===== src/rtl/axis_pkg.sv =====
// Shared AXI-Stream definitions for the DMA <-> accelerator stream path.
package axis_pkg;

  localparam int unsigned AXIS_DATA_W    = 32;
  localparam int unsigned DMA_FIFO_DEPTH = 16;

  // One buffered stream beat: last-of-frame flag above the data word.
  typedef struct packed {
    logic                   tlast;
    logic [AXIS_DATA_W-1:0] tdata;
  } axis_entry_t;

endpackage : axis_pkg


===== src/rtl/axis_fifo_mem.sv =====
// Register-array storage for the stream FIFO: one write port, asynchronous read.
module axis_fifo_mem #(
  parameter int unsigned WIDTH = 33,
  parameter int unsigned DEPTH = 16,
  parameter int unsigned AW    = $clog2(DEPTH)
) (
  input  logic             clk,
  input  logic             we,
  input  logic [AW-1:0]    waddr,
  input  logic [WIDTH-1:0] wdata,
  input  logic [AW-1:0]    raddr,
  output logic [WIDTH-1:0] rdata
);

  logic [WIDTH-1:0] mem [DEPTH];

  // Write the accepted beat; contents carry no reset, validity is tracked by the pointers.
  always_ff @(posedge clk) begin
    if (we) begin
      mem[waddr] <= wdata;
    end
  end

  assign rdata = mem[raddr];

endmodule : axis_fifo_mem


===== src/rtl/axis_dma_fifo.sv =====
// AXI-Stream buffer between the DMA stream master and the accelerator slave.
// Carries tdata/tlast, reports fill level and number of buffered frame ends.
// DEPTH must be a power of two and at least 2.
module axis_dma_fifo
  import axis_pkg::*;
#(
  parameter  int unsigned DATA_W = AXIS_DATA_W,
  parameter  int unsigned DEPTH  = DMA_FIFO_DEPTH,
  localparam int unsigned AW     = $clog2(DEPTH)
) (
  input  logic              clk,
  input  logic              rst,
  input  logic              s_tvalid,
  input  logic [DATA_W-1:0] s_tdata,
  input  logic              s_tlast,
  output logic              s_tready,
  output logic              m_tvalid,
  output logic [DATA_W-1:0] m_tdata,
  output logic              m_tlast,
  input  logic              m_tready,
  output logic [AW:0]       level,
  output logic [AW:0]       frames,
  output logic              frame_out
);

  localparam int unsigned PW = AW + 1;

  logic [PW-1:0]   wr_ptr;
  logic [PW-1:0]   rd_ptr;
  logic [PW-1:0]   wr_ptr_next;
  logic [PW-1:0]   rd_ptr_next;
  logic [PW-1:0]   level_next;
  logic [PW-1:0]   frames_next;
  logic            push;
  logic            pop;
  logic            push_last;
  logic            pop_last;
  logic [DATA_W:0] wdata;
  logic [DATA_W:0] rdata;

  // Handshakes use only registered ready/valid, so no input-to-output comb path exists.
  assign push      = s_tvalid && s_tready;
  assign pop       = m_tvalid && m_tready;
  assign push_last = push && s_tlast;
  assign pop_last  = pop && rdata[DATA_W];
  assign wdata     = {s_tlast, s_tdata};

  axis_fifo_mem #(
    .WIDTH (DATA_W + 1),
    .DEPTH (DEPTH),
    .AW    (AW)
  ) u_mem (
    .clk   (clk),
    .we    (push),
    .waddr (wr_ptr[AW-1:0]),
    .wdata (wdata),
    .raddr (rd_ptr[AW-1:0]),
    .rdata (rdata)
  );

  // Next pointer, level and frame-count values for this cycle's handshakes.
  always_comb begin
    wr_ptr_next = wr_ptr;
    rd_ptr_next = rd_ptr;
    frames_next = frames;
    if (push) begin
      wr_ptr_next = wr_ptr + PW'(1);
    end
    if (pop) begin
      rd_ptr_next = rd_ptr + PW'(1);
    end
    // Pointer MSB distinguishes full from empty, so the difference spans 0..DEPTH.
    level_next = wr_ptr_next - rd_ptr_next;
    case ({push_last, pop_last})
      2'b10:   frames_next = frames + PW'(1);
      2'b01:   frames_next = frames - PW'(1);
      default: frames_next = frames;
    endcase
  end

  // State and registered status/handshake outputs.
  always_ff @(posedge clk) begin
    if (rst) begin
      wr_ptr    <= '0;
      rd_ptr    <= '0;
      level     <= '0;
      frames    <= '0;
      s_tready  <= 1'b0;
      m_tvalid  <= 1'b0;
      frame_out <= 1'b0;
    end else begin
      wr_ptr    <= wr_ptr_next;
      rd_ptr    <= rd_ptr_next;
      level     <= level_next;
      frames    <= frames_next;
      s_tready  <= (level_next < PW'(DEPTH));
      m_tvalid  <= (level_next != '0);
      frame_out <= pop_last;
    end
  end

  // Head entry falls through from storage; forced to zero while nothing is valid.
  assign m_tdata = m_tvalid ? rdata[DATA_W-1:0] : '0;
  assign m_tlast = m_tvalid ? rdata[DATA_W]     : 1'b0;

  // Structural invariants of the buffer.
  a_level_range : assert property (@(posedge clk) disable iff (rst)
    level <= PW'(DEPTH));
  a_frames_le_level : assert property (@(posedge clk) disable iff (rst)
    frames <= level);
  a_level_ptrs : assert property (@(posedge clk) disable iff (rst)
    level == PW'(wr_ptr - rd_ptr));
  a_valid_level : assert property (@(posedge clk) disable iff (rst)
    m_tvalid == (level != '0));
  a_hold_m : assert property (@(posedge clk) disable iff (rst)
    (m_tvalid && !m_tready) |=> (m_tvalid && $stable(m_tdata) && $stable(m_tlast)));

endmodule : axis_dma_fifo


===== config.mk =====
export PLATFORM = sky130hd
export DESIGN_NAME = axis_dma_fifo
export DESIGN_NICKNAME = d
export VERILOG_FILES = /design/src/rtl/axis_pkg.sv /design/src/rtl/axis_fifo_mem.sv /design/src/rtl/axis_dma_fifo.sv
export SDC_FILE = /design/constraint.sdc
export NUM_CORES = 1
export LEC_CHECK = 0
export ABC_CLOCK_PERIOD_IN_PS = 7850
export BUFFER_PORTS_ARGS = -buffer_cell sky130_fd_sc_hd__buf_2
export CAP_MARGIN = 20
export CORE_ASPECT_RATIO = 1.75
export CORE_MARGIN = 2
export CORE_UTILIZATION = 38
export CTS_BUF_LIST = sky130_fd_sc_hd__clkbuf_2
export DETAILED_ROUTE_END_ITERATION = 7
export GPL_TIMING_DRIVEN = 0
export PLACE_DENSITY_LB_ADDON = 0.08
export SLEW_MARGIN = 20
export SYNTH_ARGS = -nofsm -noshare
export SYNTH_HDL_FRONTEND = slang
export SYNTH_SLANG_ARGS = --single-unit
export TNS_END_PERCENT = 30

===== constraint.sdc =====
create_clock -name clk -period 7.85 [get_ports clk]
set_input_delay 2.355 -clock clk [delete_from_list [all_inputs] [get_ports clk]]
set_output_delay 2.355 -clock clk [all_outputs]
set_load 0.05 [all_outputs]

==> flow_summary.toml <==
[sta]
finalHoldViolations = 0
relSlewSlack_pct = 37.0
hold_ws_ps = 482
tns_ps = 0
min_period_over_period_pct = 76.8
rsz0062_at_grt = "no"
fmax_mhz = 166
setup-violations-final = 0
worst_pin_slew_ps = 945
drv_slew = 0
layout_min_cycle_time_ps = 6030
fin_skew_ps = 62.3

[drt]
drt_iter0_markers = 719
viasPerCell = 5.32
first_pass_iters = 5
wl_met2_um = 28200
route.detailed.drc = 0
totalWireLength_um = 52900
wl_met3_um = 2460
wl_per_cell_um = 26.3
wl_met1_um = 20500
num_vias = 10700
routed.top_layer = "met5"
ant_nets = 0

[clocking]
postCtsHoldBufs = 0
cts_htree_levels = 4
post-cts-setup-buffers = 0
cts_tree = "yes"
clk_latency_ps = 1140
clk_path_buf_depth = 3
cts_buffers = 133
clockRootBuffer = "clkbuf_2"
cts_resized = 0
cts_sinks = 551
clk_pin_slew_worst_paths_ps = 120

[placed_design]
numPortBuffers = 82
hpwl_um = 35000
place.gp.congestion = 0.689

[setup_path]
critPathCaptureType = "primary output"
max_stage_delay_ps = 580
cpMostUsedCell = "buf_2"
crit_start = "rd_ptr[1]"
required_ps = 5500
cpLargestDelayFamily = "buffers and inverters"
r2r_start = "rd_ptr[0]"
crit_slowest_cell = "clkbuf_1"
rrSetupSlack_ps = 4280
crit_chain = "buf_4 > buf_2 > clkbuf_1 > mux4_2 > a22oi_1 > a21boi_1 > buf_2"
crit_fanout = 10
timing_worst_setup_path_type = "reg -> out"
worstSetupStartpointType = "register"
critPathBufInv = 4
arrival_ps = 3680

[floorplan]
ios = 83
core_area_sq_mm = 0.0552
die_area_sq_mm = 0.0576
row_count = 114
start_util_pct = 38.3
die_w_um = 182
fp.dieH_um = 316

[synth]
synth_area_leaders = "edfxtp_1 (75%), mux4_2 (14%), a22oi_1 (2.3%), dfxtp_1 (2.2%), a21boi_1 (1.1%)"
yosysWarningCount = 0
synth-seq-cells = 551
synth-edff-count = 528
syn-num-nets = 1004
ys_seq_area_share_pct = 77.1
ys_types = 41
synth_top_area_share_pct = 75.0
synthArstFlopShare_pct = 0
synth_top_area_cell = "edfxtp_1"
synth_ff_type = "edfxtp_1"
avgSynthCellArea_sq_um = 22.2
synth_area_sq_mm = 0.0211
syn_inst = 952

[layout]
drive_gt1_share_pct = 39.6
fin_nets = 1267
syn2layout_area_growth_pct = 15.9

[global_routing]
grt_first_pass_wirelength_um = 76700
globalRoute.totalOverflow = 0
antenna_found_initial = 6
grt_max_degree = 18
grt_pass1_vias = 11500
grt.total_usage_pct = 19.0

[pwr]
switching_share_pct = 30.2
clkPwrFrac_pct = 29.2
p_sw_w = 0.00197
p_leak_nw = 8.07
ir_drop_v = 0.000125
internal-power_w = 0.00456
comb_power_share_pct = 20.1
p_per_area_mw_per_mm2 = 266
seq_power_share_pct = 50.7

[status]
outcome = "finished, final reports clean"

[worst_hold_path]
min-delay-path-class = "reg -> reg"
worstHoldStart = "frames[4]"

[run]
drv_cap = 0
through the flow:
stage	instance area [sq um]	setup WS, ps	power (W)	utilization, %	instances
after floorplan	21100	2260	0.00433	-	952
after global placement	22400	-1240	0.00471	40.6	1730
after detailed placement	23300	2720	0.00473	42.2	1776
after CTS	24500	1660	0.00665	44.4	2005
after global routing	24500	1570	0.00685	44.4	2009
final	24500	1820	0.00653	44.4	2009
final timing paths:
path	endpoint	cells after the start
worst min-delay path	frames[4]	2
worst max-delay path	m_tdata[10]	7
worst max register to register	frames[4]	12
worst min register to register	frames[4]	2
registers in the layout (all words and copies together) (netlist names):
| signal | cells |
|---|---|
| frame_out | 1 |
| rd_ptr | 5 |
| wr_ptr | 5 |
| u_mem.mem | 528 |
| s_tready | 1 |
| frames | 5 |
| level | 5 |
| m_tvalid | 1 |
layout make-up:
cell class | count | area, sq um
well taps | 696 | 871
flip-flops and latches | 551 | 16300
repair buffers | 128 | 1170
clock inverters | 35 | 244
diodes | 4 | 10.0
plain buffers | 54 | 310
inverters | 8 | 30.0
multi-input cells | 339 | 4600
fillers | 4868 | 30700
clock buffers | 194 | 971
layout by cell type, fill, tap and decap left out, types with 6 or more instances in the layout:
| cell type | n |
|---|---|
| a21oi_1 | 7 |
| ha_1 | 13 |
| inv_2 | 6 |
| clkinv_1 | 23 |
| nand2_1 | 7 |
| clkbuf_1 | 25 |
| nor2_1 | 17 |
| buf_2 | 96 |
| nor2_4 | 12 |
| buf_6 | 13 |
| buf_4 | 23 |
| dfxtp_1 | 23 |
| edfxtp_1 | 528 |
| inv_1 | 6 |
| buf_16 | 14 |
| a22oi_1 | 64 |
| a21boi_1 | 32 |
| xnor2_1 | 7 |
| clkbuf_2 | 194 |
| buf_12 | 9 |
| nor2b_1 | 10 |
| mux4_2 | 132 |
layer usage:
| layer | vias to the layer above | GRT usage [%] |
|---|---|---|
| li1 | 4613 | - |
| met1 | 5632 | 22.0 |
| met2 | 309 | 33.8 |
| met3 | 121 | 4.49 |
| met4 | 8 | 7.88 |
| met5 | - | 0 |
tightest hold or removal path: stages, from the launching register on:
cell and delay (ps):
dfxtp_1 320, o31ai_1 60, a21oi_1 50
cell families after synthesis:
group | after synthesis | synth area share [%]
fa+ha+maj | 15 | 0.958
mux | 134 | 14.2
simple gates | 65 | 1.56
compound gates | 112 | 3.93
buf+inv | 62 | 1.61
flops | 551 | 77.1
xor+xnor | 13 | 0.645
power groups by stage:
stage / Sequential, W / Combinational, W / Clock (W)
CTS: 0.00331 / 0.00135 / 0.00199
floorplan: 0.00344 / 0.000888 / 0
finish: 0.00331 / 0.00131 / 0.00191
global route: 0.00332 / 0.00141 / 0.00213
global placement: 0.00339 / 0.00132 / 0
detailed placement: 0.00338 / 0.00135 / 0
synthesized netlist by cell type (6+ instances only):
library cell	n
a21boi_1	32
dfxtp_1	23
inv_1	6
nor2b_1	10
a22oi_1	64
buf_2	14
nor2_1	29
a21oi_1	7
clkbuf_1	25
nor3_1	6
xnor2_1	7
nand2_1	7
edfxtp_1	528
ha_1	13
mux4_2	132
buf_6	10
Note: power is estimated with default switching activity, not from simulation.
